## config.mk

```make
export PLATFORM = sky130hd
export DESIGN_NAME = s2mm_packetizer
export DESIGN_NICKNAME = d
export VERILOG_FILES = /design/src/rtl/s2mm_packetizer.sv
export SDC_FILE = /design/constraint.sdc
export NUM_CORES = 1
export LEC_CHECK = 0
export ABC_AREA = 1
export CAP_MARGIN = 20
export CORE_ASPECT_RATIO = 1.5
export CORE_MARGIN = 2
export CORE_UTILIZATION = 35
export CTS_BUF_LIST = sky130_fd_sc_hd__clkbuf_8
export DETAILED_ROUTE_END_ITERATION = 10
export GPL_ROUTABILITY_DRIVEN = 0
export GPL_TIMING_DRIVEN = 0
export PLACE_DENSITY = 0.49
export SLEW_MARGIN = 30
export SYNTH_ARGS = -nofsm -noshare
export SYNTH_HDL_FRONTEND = slang
export SYNTH_SLANG_ARGS = --single-unit
```

## constraint.sdc

```tcl
create_clock -name m_axis_s2mm_aclk -period 4.8 [get_ports m_axis_s2mm_aclk]
set_input_delay 1.2 -clock m_axis_s2mm_aclk [delete_from_list [all_inputs] [get_ports m_axis_s2mm_aclk]]
set_output_delay 1.2 -clock m_axis_s2mm_aclk [all_outputs]
set_load 0.005 [all_outputs]
```

## src/rtl/s2mm_packetizer.sv

```systemverilog
`default_nettype none
// ============================================================================
// Module   : s2mm_packetizer
// Brief    : Frame-aligning output stage; buffers pixels and drives an
//            AXI4-Stream master with TLAST on the final pixel of each frame.
// Revision : 1.0 - initial release
// ============================================================================
module s2mm_packetizer #(
    parameter int DATA_WIDTH   = 32,
    parameter int FRAME_WIDTH  = 640,
    parameter int FRAME_HEIGHT = 480,
    parameter int FIFO_DEPTH   = 16
) (
    input  logic                      m_axis_s2mm_aclk,
    input  logic                      m_axis_s2mm_aresetn,
    input  logic [DATA_WIDTH-1:0]     in_data,
    input  logic                      in_valid,
    input  logic                      in_sof,
    output logic                      in_ready,
    output logic [DATA_WIDTH-1:0]     m_axis_s2mm_tdata,
    output logic                      m_axis_s2mm_tvalid,
    input  logic                      m_axis_s2mm_tready,
    output logic                      m_axis_s2mm_tlast,
    output logic [DATA_WIDTH/8-1:0]   m_axis_s2mm_tstrb,
    output logic                      frame_done,
    output logic                      sync_err,
    output logic [15:0]               frame_count
);

    localparam int c_aw = $clog2(FIFO_DEPTH);
    localparam int c_xw = (FRAME_WIDTH  > 1) ? $clog2(FRAME_WIDTH)  : 1;
    localparam int c_yw = (FRAME_HEIGHT > 1) ? $clog2(FRAME_HEIGHT) : 1;
    localparam logic [c_xw-1:0] c_x_max = c_xw'(FRAME_WIDTH - 1);
    localparam logic [c_yw-1:0] c_y_max = c_yw'(FRAME_HEIGHT - 1);
    localparam logic [c_aw:0]   c_depth = (c_aw + 1)'(FIFO_DEPTH);

    typedef enum logic [0:0] {
        HUNT   = 1'b0,
        STREAM = 1'b1
    } state_t;

    state_t                r_state;
    logic                  r_run;
    logic [c_xw-1:0]       r_x;
    logic [c_yw-1:0]       r_y;
    logic [DATA_WIDTH:0]   r_mem [FIFO_DEPTH];
    logic [c_aw-1:0]       r_wr_ptr;
    logic [c_aw-1:0]       r_rd_ptr;
    logic [c_aw:0]         r_count;
    logic                  r_frame_done;
    logic                  r_sync_err;
    logic [15:0]           r_frame_count;

    logic                  w_full;
    logic                  w_empty;
    logic                  w_accept;
    logic                  w_restart;
    logic [c_xw-1:0]       w_x;
    logic [c_yw-1:0]       w_y;
    logic                  w_last;
    logic                  w_push;
    logic                  w_pop;
    logic                  w_mid_sof;
    logic [DATA_WIDTH:0]   w_head;

    assign w_full    = (r_count == c_depth);
    assign w_empty   = (r_count == '0);
    // r_run keeps in_ready low until the first clock after reset release
    assign in_ready  = r_run & ~w_full;
    assign w_accept  = in_valid & in_ready;

    // Any in_sof re-anchors the pixel to (0,0), whether hunting or mid-frame
    assign w_restart = (r_state == HUNT) | in_sof;
    assign w_x       = w_restart ? '0 : r_x;
    assign w_y       = w_restart ? '0 : r_y;
    assign w_last    = (w_x == c_x_max) && (w_y == c_y_max);
    assign w_push    = w_accept & ((r_state == STREAM) | in_sof);
    assign w_mid_sof = w_accept & (r_state == STREAM) & in_sof
                       & ((r_x != '0) | (r_y != '0));

    assign w_head    = r_mem[r_rd_ptr];
    assign w_pop     = ~w_empty & m_axis_s2mm_tready;

    assign m_axis_s2mm_tvalid = ~w_empty;
    assign m_axis_s2mm_tdata  = w_empty ? '0 : w_head[DATA_WIDTH-1:0];
    assign m_axis_s2mm_tlast  = ~w_empty & w_head[DATA_WIDTH];
    assign m_axis_s2mm_tstrb  = '1;
    assign frame_done         = r_frame_done;
    assign sync_err           = r_sync_err;
    assign frame_count        = r_frame_count;

    always_ff @(posedge m_axis_s2mm_aclk) begin
        if (w_push) begin
            r_mem[r_wr_ptr] <= {w_last, in_data};
        end
    end

    always_ff @(posedge m_axis_s2mm_aclk or negedge m_axis_s2mm_aresetn) begin
        if (!m_axis_s2mm_aresetn) begin
            r_run         <= 1'b0;
            r_state       <= HUNT;
            r_x           <= '0;
            r_y           <= '0;
            r_wr_ptr      <= '0;
            r_rd_ptr      <= '0;
            r_count       <= '0;
            r_frame_done  <= 1'b0;
            r_sync_err    <= 1'b0;
            r_frame_count <= '0;
        end else begin
            r_run        <= 1'b1;
            r_sync_err   <= w_mid_sof;
            r_frame_done <= w_pop & w_head[DATA_WIDTH];

            if (w_pop && w_head[DATA_WIDTH]) begin
                r_frame_count <= r_frame_count + 16'd1;
            end

            if (w_push) begin
                r_wr_ptr <= r_wr_ptr + 1'b1;
            end
            if (w_pop) begin
                r_rd_ptr <= r_rd_ptr + 1'b1;
            end
            case ({w_push, w_pop})
                2'b10:   r_count <= r_count + 1'b1;
                2'b01:   r_count <= r_count - 1'b1;
                default: r_count <= r_count;
            endcase

            if (w_push) begin
                if (w_last) begin
                    r_state <= HUNT;
                    r_x     <= '0;
                    r_y     <= '0;
                end else begin
                    r_state <= STREAM;
                    if (w_x == c_x_max) begin
                        r_x <= '0;
                        r_y <= w_y + 1'b1;
                    end else begin
                        r_x <= w_x + 1'b1;
                        r_y <= w_y;
                    end
                end
            end
        end
    end

endmodule
`default_nettype wire

```

==> flow_metrics.env <==
export IMPL_drt_total_wl_um=79400
export IMPL_die_h_um=328
export IMPL_yosys_top_cells_area="edfxtp_1 65%, nand2_1 11%, nand3_1 6.4%"
export IMPL_ys_warn_count=0
export IMPL_initial_core_util=0.352
export IMPL_row_count=119
export IMPL_netlist_area_mm2=0.0246
export IMPL_viasPerCell=5.17
export IMPL_dp_hpwl_um=53000
export IMPL_cp_required_ns=3.60
export IMPL_grt_overflow_total=0
export IMPL_fin_cells=3382
export IMPL_worstReg2RegStart="r_count[2]"
export IMPL_fmax_mhz=211
export IMPL_skew_ns=0.0355
export IMPL_fillers=6586
export IMPL_numCtsBuffers=94
export IMPL_yosys_area_top_type_share=0.645
export IMPL_grt_use_total=0.223
export IMPL_pre_cts_slack_ns=0.133
export IMPL_path_cells="buf_2 -> buf_1 -> nand3_1 -> nand3_1 -> nand2_1 -> nand2_1 -> a21oi_1 -> clkdlybuf4s50_1"
export IMPL_placed_cell_area_mm2=0.0276
export IMPL_antenna_left=0
export IMPL_m1WireLength_um=30400
export IMPL_crit_buf_inv=3
export IMPL_wire_per_inst_um=23.5
export IMPL_area_growth_pct=19.4
export IMPL_wl_met3_um=4800
export IMPL_max_stage_delay_ns=0.71
export IMPL_period_share=0.985
export IMPL_die_area_mm2=0.0724
export IMPL_avgSynthCellArea_um2=11.2
export IMPL_hp_class="in -> async"
export IMPL_clkLatencyLatePin_ns=0.71
export IMPL_tightest_slew_ns=0.958
export IMPL_worstPathArrival_ns=3.53
export IMPL_num_vias=17500
export IMPL_clk_path_buf_depth=3
export IMPL_crit_path_start="r_rd_ptr[1]"
export IMPL_die_w_um=220
export IMPL_grt_pass1_wl_um=116000
export IMPL_outcome="finished clean"
export IMPL_io_buffers=89
export IMPL_reg2reg_depth=17
export IMPL_yosysTopAreaCell="edfxtp_1"
export IMPL_synthFlopType="edfxtp_1"
export IMPL_p_leak_nw=11.0
export IMPL_setup_violations=0
export IMPL_synthArstFlopShare=0.0897
export IMPL_cp_slowest_cell="buf_1"
export IMPL_dp_cells=3219
export IMPL_clock_sinks=580
export IMPL_p_per_area_mw_per_mm2=565
export IMPL_htreeDepth=3
export IMPL_setup_slack_ns=0.0704
export IMPL_antenna_found_initial=1
export IMPL_core_mm2=0.0698
export IMPL_path_delay_family="buffers and inverters"
export IMPL_wl_met2_um=41400
export IMPL_synth_cell_type_count=42
export IMPL_dr_first_iter_drc_count=1487
export IMPL_grt_pass1_vias=17500
export IMPL_slew_headroom=0.362
export IMPL_grt_max_degree=44
export IMPL_drcViolationCount=0
export IMPL_timing_rr_end="r_count[4]"
export IMPL_clockRootBuffer="clkbuf_8"
export IMPL_endpoint_kind="output port"
export IMPL_cts_setup_buffers=0
export IMPL_drtPass1Iterations=5
export IMPL_num_io_pins=94
export IMPL_top_layer="met4"
export IMPL_cap_viol_max_count=0
export IMPL_drive_gt1_frac=0.117
export IMPL_ys_ff_latch=580
export IMPL_final_hold_viol_count=0
export IMPL_drv_slew=0
export IMPL_postSynthCellCount=2186
export IMPL_clk_pin_slew_worst_paths_ns=0.06
export IMPL_synth_edf_count=528
export IMPL_r2r_slack_ns=1.55
export IMPL_nNetsFinal=2457
export IMPL_cp_start_kind="flip-flop"
export IMPL_cts_tree="yes"
export IMPL_cp_num_cells=8
export IMPL_ys_seq_area_frac=0.698
export IMPL_crit_fanout=10
export IMPL_final_cell_area_mm2=0.0293
export IMPL_vdd_drop_max_v=0.000242
export IMPL_cp_endpoint="m_axis_s2mm_tdata[31]"
export IMPL_critical_path_class="reg -> out"
export IMPL_post_route_min_period_ns=4.73
export IMPL_p_total_mw=16.6
[timing repair]
action | CTS | global route
pin swaps | 0 | 0
endpoints found under the setup margin | 20 | 15
gates cloned | 0 | 0
hold buffers | 0 | 0
resized for setup | 12 | 13
[placed cells by master, fill, tap and decap left out, types with 16 or more instances in the layout]
master and instances:
buf_16 31, buf_4 17, clkdlybuf4s50_1 88, o31ai_1 32
clkbuf_1 16, o21ai_0 39, nor2_4 20, edfxtp_1 528
clkbuf_8 94, nand2_1 719, xor2_1 19, a21oi_1 96
buf_2 52, nor2_1 95, clkinv_1 23, clkbuf_2 16
inv_1 84, dfrtp_1 52, nand3_1 315
[Yosys cell counts (all sizes together), types with 4 or more instances]
| library cell | count |
|---|---|
| a21oi | 98 |
| buf | 97 |
| clkbuf | 30 |
| dfrtp | 52 |
| edfxtp | 528 |
| ha | 12 |
| inv | 59 |
| nand2 | 723 |
| nand3 | 318 |
| nand4 | 11 |
| nor2 | 122 |
| nor3 | 4 |
| o21ai | 50 |
| o31ai | 32 |
| xnor2 | 11 |
| xor2 | 19 |
[routing by layer]
layer,up-vias,GRT usage
met1,8670,0.263
met4,0,0.0878
met2,610,0.400
li1,8036,-
met3,156,0.0369
met5,-,0
[worst min-delay path by stage]
| stage | startpoint | depth (start not counted) | to |
|---|---|---|---|
| after floorplan | r_y[8] | 2 | r_y[8] |
| after global placement | frame_count[14] | 2 | frame_count[14] |
| after detailed placement | frame_count[14] | 2 | frame_count[14] |
| after CTS | m_axis_s2mm_aresetn | 1 | frame_count[11] |
| after global routing | m_axis_s2mm_aresetn | 1 | frame_count[11] |
| final | m_axis_s2mm_aresetn | 1 | frame_count[11] |
[cells by family (layout without fill, tap and decap cells)]
logic type | after synthesis | in the layout | share of synthesized area
fa+ha+maj | 12 | 12 | 0.00611
xor+xnor | 30 | 30 | 0.0107
buf+inv | 187 | 471 | 0.0375
flops | 580 | 580 | 0.698
simple gates | 1188 | 1188 | 0.205
other cells | 1 | 6 | 0.000153
compound gates | 188 | 188 | 0.0425
[flip-flops by register name, indices dropped and copies added (netlist names), 4 cells and up]
register and cells:
r_wr_ptr 4, r_rd_ptr 4, r_x 10, r_mem 528
frame_count 16, r_y 9, r_count 5
[through the flow]
step	TNS, ns	utilization	hold slack [ns]
floorplan	0	-	0.472
global placement	-865.21	0.381	0.495
detailed placement	0	0.395	0.494
CTS	0	0.420	0.279
global route	-0.00192	0.420	0.304
finish	0	0.420	0.335
[cell type report]
type	instances	area [µm²]	share of cell area
Antenna cell	1	2.50	0.0000853
Buffer	127	734	0.0250
Clock buffer	94	1290	0.0441
Clock inverter	68	365	0.0125
Inverter	60	228	0.00777
Multi-Input combinational cell	1423	6630	0.226
Sequential cell	580	17200	0.585
Tap cell	907	1130	0.0387
Timing Repair Buffer	122	1780	0.0606
[power breakdown]
| group | switching (mW) | total (mW) | internal [mW] | leakage [nW] |
|---|---|---|---|---|
| clock | 1.98 | 3.95 | 1.97 | 0.947 |
| combinational | 4.55 | 6.72 | 2.17 | 4.60 |
| sequential | 0.127 | 5.90 | 5.78 | 5.45 |
| total | 6.66 | 16.6 | 9.92 | 11.0 |
No activity file was read; power rests on OpenSTA's default activity.
